**config.mk**
```make
export PLATFORM = sky130hd
export DESIGN_NAME = frame_accumulator
export DESIGN_NICKNAME = d
export VERILOG_FILES = /design/src/rtl/frame_accumulator.sv
export SDC_FILE = /design/constraint.sdc
export NUM_CORES = 1
export LEC_CHECK = 0
export CAP_MARGIN = 15
export CORE_UTILIZATION = 52
export DETAILED_ROUTE_END_ITERATION = 12
export PLACE_DENSITY = 0.85
export SLEW_MARGIN = 20
export SYNTH_ARGS = -nofsm -noshare
export SYNTH_HDL_FRONTEND = slang
export SYNTH_SLANG_ARGS = --single-unit
```
**constraint.sdc**
```tcl
create_clock -name clk -period 4.05 [get_ports clk]
set_input_delay 0.81 -clock clk [delete_from_list [all_inputs] [get_ports clk]]
set_output_delay 0.81 -clock clk [all_outputs]
set_load 0.1 [all_outputs]
```
**src/rtl/frame_accumulator.sv**
```systemverilog
// Frame accumulator: takes exactly N samples per frame over valid/ready and
// presents their sum and maximum on an output handshake, steering an external mod-N counter.
module frame_accumulator #(
    parameter int unsigned N  = 5,
    parameter int unsigned DW = 8,
    parameter int unsigned SW = 11
) (
    input  logic          clk,
    input  logic          rst,
    input  logic          start,
    input  logic          abort,
    input  logic          in_valid,
    input  logic [DW-1:0] in_data,
    output logic          in_ready,
    output logic          cnt_en,
    output logic          cnt_clr,
    input  logic          cnt_co,
    output logic          out_valid,
    input  logic          out_ready,
    output logic [SW-1:0] out_sum,
    output logic [DW-1:0] out_max,
    output logic          busy
);

    localparam int unsigned MIN_SW = DW + $clog2(N);

    generate
        if (SW < MIN_SW) begin : g_sw_check
            $error("frame_accumulator: SW too narrow for N samples of DW bits");
        end
    endgenerate

    typedef enum logic [1:0] {
        IDLE,
        ACC,
        OUT
    } state_t;

    state_t        state_q, state_d;
    logic [SW-1:0] sum_q, sum_d;
    logic [DW-1:0] max_q, max_d;
    logic          accept;

    always_ff @(posedge clk or negedge rst) begin
        if (!rst) begin
            state_q <= IDLE;
            sum_q   <= '0;
            max_q   <= '0;
        end else begin
            state_q <= state_d;
            sum_q   <= sum_d;
            max_q   <= max_d;
        end
    end

    // Abort outranks a simultaneous beat, so it gates in_ready before acceptance.
    always_comb begin
        in_ready  = (state_q == ACC) && !abort;
        accept    = in_valid && in_ready;
        cnt_en    = accept;
        cnt_clr   = ((state_q == IDLE) && start) || ((state_q == ACC) && abort);
        out_valid = (state_q == OUT);
        busy      = (state_q != IDLE);
        out_sum   = sum_q;
        out_max   = max_q;
    end

    always_comb begin
        state_d = state_q;
        unique case (state_q)
            IDLE: if (start) state_d = ACC;
            ACC: begin
                if (abort) begin
                    state_d = IDLE;
                end else if (accept && cnt_co) begin
                    state_d = OUT;
                end
            end
            OUT: if (out_ready) state_d = IDLE;
            default: state_d = IDLE;
        endcase
    end

    always_comb begin
        sum_d = sum_q;
        max_d = max_q;
        if ((state_q == IDLE) && start) begin
            sum_d = '0;
            max_d = '0;
        end else if (accept) begin
            sum_d = sum_q + {{(SW-DW){1'b0}}, in_data};
            if (in_data > max_q) begin
                max_d = in_data;
            end
        end
    end

endmodule

```
# Word-level counts from Yosys, hierarchy flattened
# Index checks and enable logic that the tools add are counted.
# op_classes
n_mux	10
add_sub_neg	1
n_lt_le_gt_ge	1
n_eq_ne	5
n_reduce_logical	13
# op_table
op	n
two-way mux 8 bit	3
two-way mux 11 bit	2
adder 11 x 8 -> 11 bit	1
greater-than comparator 8 bit	1
two-way mux 2 bit	4
one-hot mux 2 bit (3 select lines)	1
nonzero test 2 bit	3
logical AND 1 bit	5
!= test 3 x 2 -> 1 bit, second input constant	1
AND reduction 3 bit	1
equality test 2 x 1 -> 1 bit, second input constant	1
equality test 2 bit, second input constant	1
logical NOT 2 bit	1
!= test 2 x 1 -> 1 bit, second input constant	1
!= test 2 bit, second input constant	1
AND reduction 2 bit	1
logical NOT 1 bit	1
logical OR 1 bit	1
# totals
word_cells	33
register_bits	21

# Depth between registers and ports, before layout
# depth
word_depth	7
mapped_depth	8

# Least setup slack after synthesis
# OpenSTA, ideal clock, no wires.
# synth_path
kind	input port to output port
startpoint	input abort
endpoint	output cnt_en
slack_ns	1.043
stages	3
arrival_ns	2.197
path_cell_list	nor3b_4 -> nand2_4 -> inv_4
# synth_between
elab_chain_cells	3
# synth_lines
element	line_no	source
start, declared	11	input logic abort,
logical NOT 1 bit	58	in_ready = (state_q == ACC) && !abort;
logical AND 1 bit	58	
logical AND 1 bit	59	accept = in_valid && in_ready;
end, declared	15	output logic cnt_en,
# No other way between the ends.

# Worst setup path after layout
# layout_path
startpoint	register state_q[0]
endpoint	output out_valid
# layout_between
elab_chain_cells	1
# layout_lines
element	line_no	source
start, declared	39	state_t state_q, state_d;
start signal, assigned	50	state_q <= state_d;
equality test 2 bit	62	out_valid = (state_q == OUT);
end, declared	18	output logic out_valid,
# No other way between the ends.

==> results.ini <==
[run_status]
status=finished clean

[timing]
min_period_ps=2945
fin_crit_sh=0.7271
fmax_mhz=339.6
fin_setup_tns_ps=0
hold_viol=0
finClkSkew_ps=4.683
drv_slew=0
setup_viol=0
rsz0062_at_grt=false
tightest_slew_ps=1004
fin_hold_ws_ps=446.7
slew_headroom=0.3288

[power]
total_leakage_power_uw=0.0009409
peakVddDrop_v=0.0003585
power_uw=965.3
power_density_nw_per_um2=511.9

[logic_synthesis]
synth_mux_area_frac=0.08240
synthSimpleGateAreaFrac=0.1571
synth_top_family_by_area=compound AO/OA/AOI/OAI gates
synth_edf_count=0
ys_top_cells_by_count=25 x nand2_1, 21 x dfrtp_1, 21 x inv_1
synth.avg_cell_area_sq_um=9.404
synth_flop_cell=dfrtp_1
yosys.area.top_type_share=0.3605
ys_warn_count=0
yosys-top-cells-area=dfrtp_1 36%, ha_1 14%, mux2i_1 8.2%
synth_fa_ha_area_frac=0.1511
yosys.cell_types.count=35
async_flop_share=1.000
syn_nets=187
yosysTopAreaCell=dfrtp_1
synth-compound-area-share=0.1639
ys_ff_latch=21
synth_cells=155
yosysMostFrequentCell=nand2_1
yosysSeqAreaShare=0.3605
synth_xor_area_frac=0.02403
netlist_area_sq_um=1458

[detailed_routing]
drt_iter0_drc=27
wl_per_cell_microns=15.26
num_vias=1247
wl_microns=3449
firstDrtPassIters=4
avgViaCountPerCell=5.518
post-route-drc-count=0
ant_nets=0

[placed_design]
port_buffers=38
dp.cells=222
place.gp.congestion=0.8936
dpl.hpwl_microns=2767

[grt]
grt-ovfl-total=0
grt_max_degree=22
grt_antenna_before_repair=0
grt_usage=0.2486
grt_pass1_vias=1186
grt_pass1_wl_microns=5250

[floorplan]
initial_core_util=0.5677
die_area_sq_um=3019
ios=39
num_rows=18
fp.dieH_microns=54.95
core_sq_um=2567
die_w_microns=54.95

[worst_setup_path]
arrival_ps=2130
cp.required_ps=3240
path_class=flip-flop to primary output
worst_setup_path_start_kind=flip-flop
end_kind=primary output
reg2reg_slack_ps=1920
cp_max_fo=4

[clocking]
post-cts-setup-buffers=0
numCtsBuffers=3
cts_resized=0
cts_tree=done
clock-sinks=21
cts_buffer_depth=2
hold_buffers=0
htree_levels=1
clk_pin_slew_ps=130
clk_latency_ps=300
cts_root_buf=clkbuf_4

[min_path]
hold_path.class=input port to async pin

[final_layout]
fin_nets=229
drive_gt1_frac=0.08673
n_antenna_cell=0
utilization=0.7344
fin_cells=226
fillers=204
syn2layout_area_growth_pct=29.36

[flow_run]
maxCapViolCount=0

==> layout by cell type, fill, tap and decap left out, drive strengths merged <==
master / count
xor2: 3
and2b: 1
clkdlybuf4s50: 34
buf: 4
o21a: 2
ha: 16
nand2: 26
fa: 1
dfrtp: 21
a21o: 3
and3: 2
a21boi: 1
nor2: 5
and2: 1
or3: 1
nand4: 3
clkbuf: 4
a2111oi: 1
a21oi: 9
a32o: 3
nor3b: 2
a22o: 1
a31oi: 1
nand3: 3
o31ai: 1
o21ai: 10
inv: 22
o21bai: 1
xnor2: 1
mux2i: 12
nor2b: 1
==> area by class of cell <==
class | instances | area [sq um] | share of cell area
inverters | 22 | 85.08 | 0.04512
multi-input cells | 111 | 843.3 | 0.4472
well taps | 30 | 37.54 | 0.01991
flip-flops and latches | 21 | 525.5 | 0.2787
clock buffers | 4 | 26.28 | 0.01393
repair buffers | 38 | 367.9 | 0.1951
==> path summary, 6_finish.rpt <==
path,depth (start not counted),endpoint,start
max reg2reg,6,out_sum[9]$_DFFE_PN0P_,out_sum[3]$_DFFE_PN0P_
min,1,out_max[3]$_DFFE_PN0P_,rst
max,2,out_valid,state_q[0]$_DFFE_PN0P_
min reg2reg,1,out_sum[10]$_DFFE_PN0P_,out_sum[10]$_DFFE_PN0P_
max in group asynchronous,1,out_sum[10]$_DFFE_PN0P_,rst
min in group clk,1,out_sum[10]$_DFFE_PN0P_,out_sum[10]$_DFFE_PN0P_
==> critical path, stage by stage (launching register included) <==
cell             delay [ps]
dfrtp_1                 440
and2b_2                 240
clkdlybuf4s50_1        1150
==> state kept, by name (all words and copies together) (netlist names) <==
name	count
out_max	8
out_sum	11
state_q	2
==> cell families after synthesis <==
kind of cell	count (synthesis)
flops	21
xor+xnor	4
mux	12
simple gates	45
fa+ha+maj	17
buf+inv	23
compound gates	33
==> where the power goes <==
group	leakage [uW]	total (uW)	internal [uW]	switching, uW
Sequential	0.000284	273	242	30.5
Clock	0.0000150	105	38.4	66.9
Combinational	0.000642	587	166	422
==> layer usage <==
layer,share of wire,vias to the layer above,global-route usage
met5,0,-,0
met4,0.021,0,0.1000
li1,-,616,-
met1,0.42,583,0.3102
met2,0.51,40,0.4297
met3,0.053,8,0.03279
==> stage by stage <==
stage / worst slack [ps] / cell area, sq um
finish: 1105 / 1886
floorplan: 1043 / 1458
detailed placement: 1069 / 1864
global route: 1052 / 1886
global placement: 1145 / 1864
CTS: 1091 / 1891
Power figures use the tool's default switching activity.
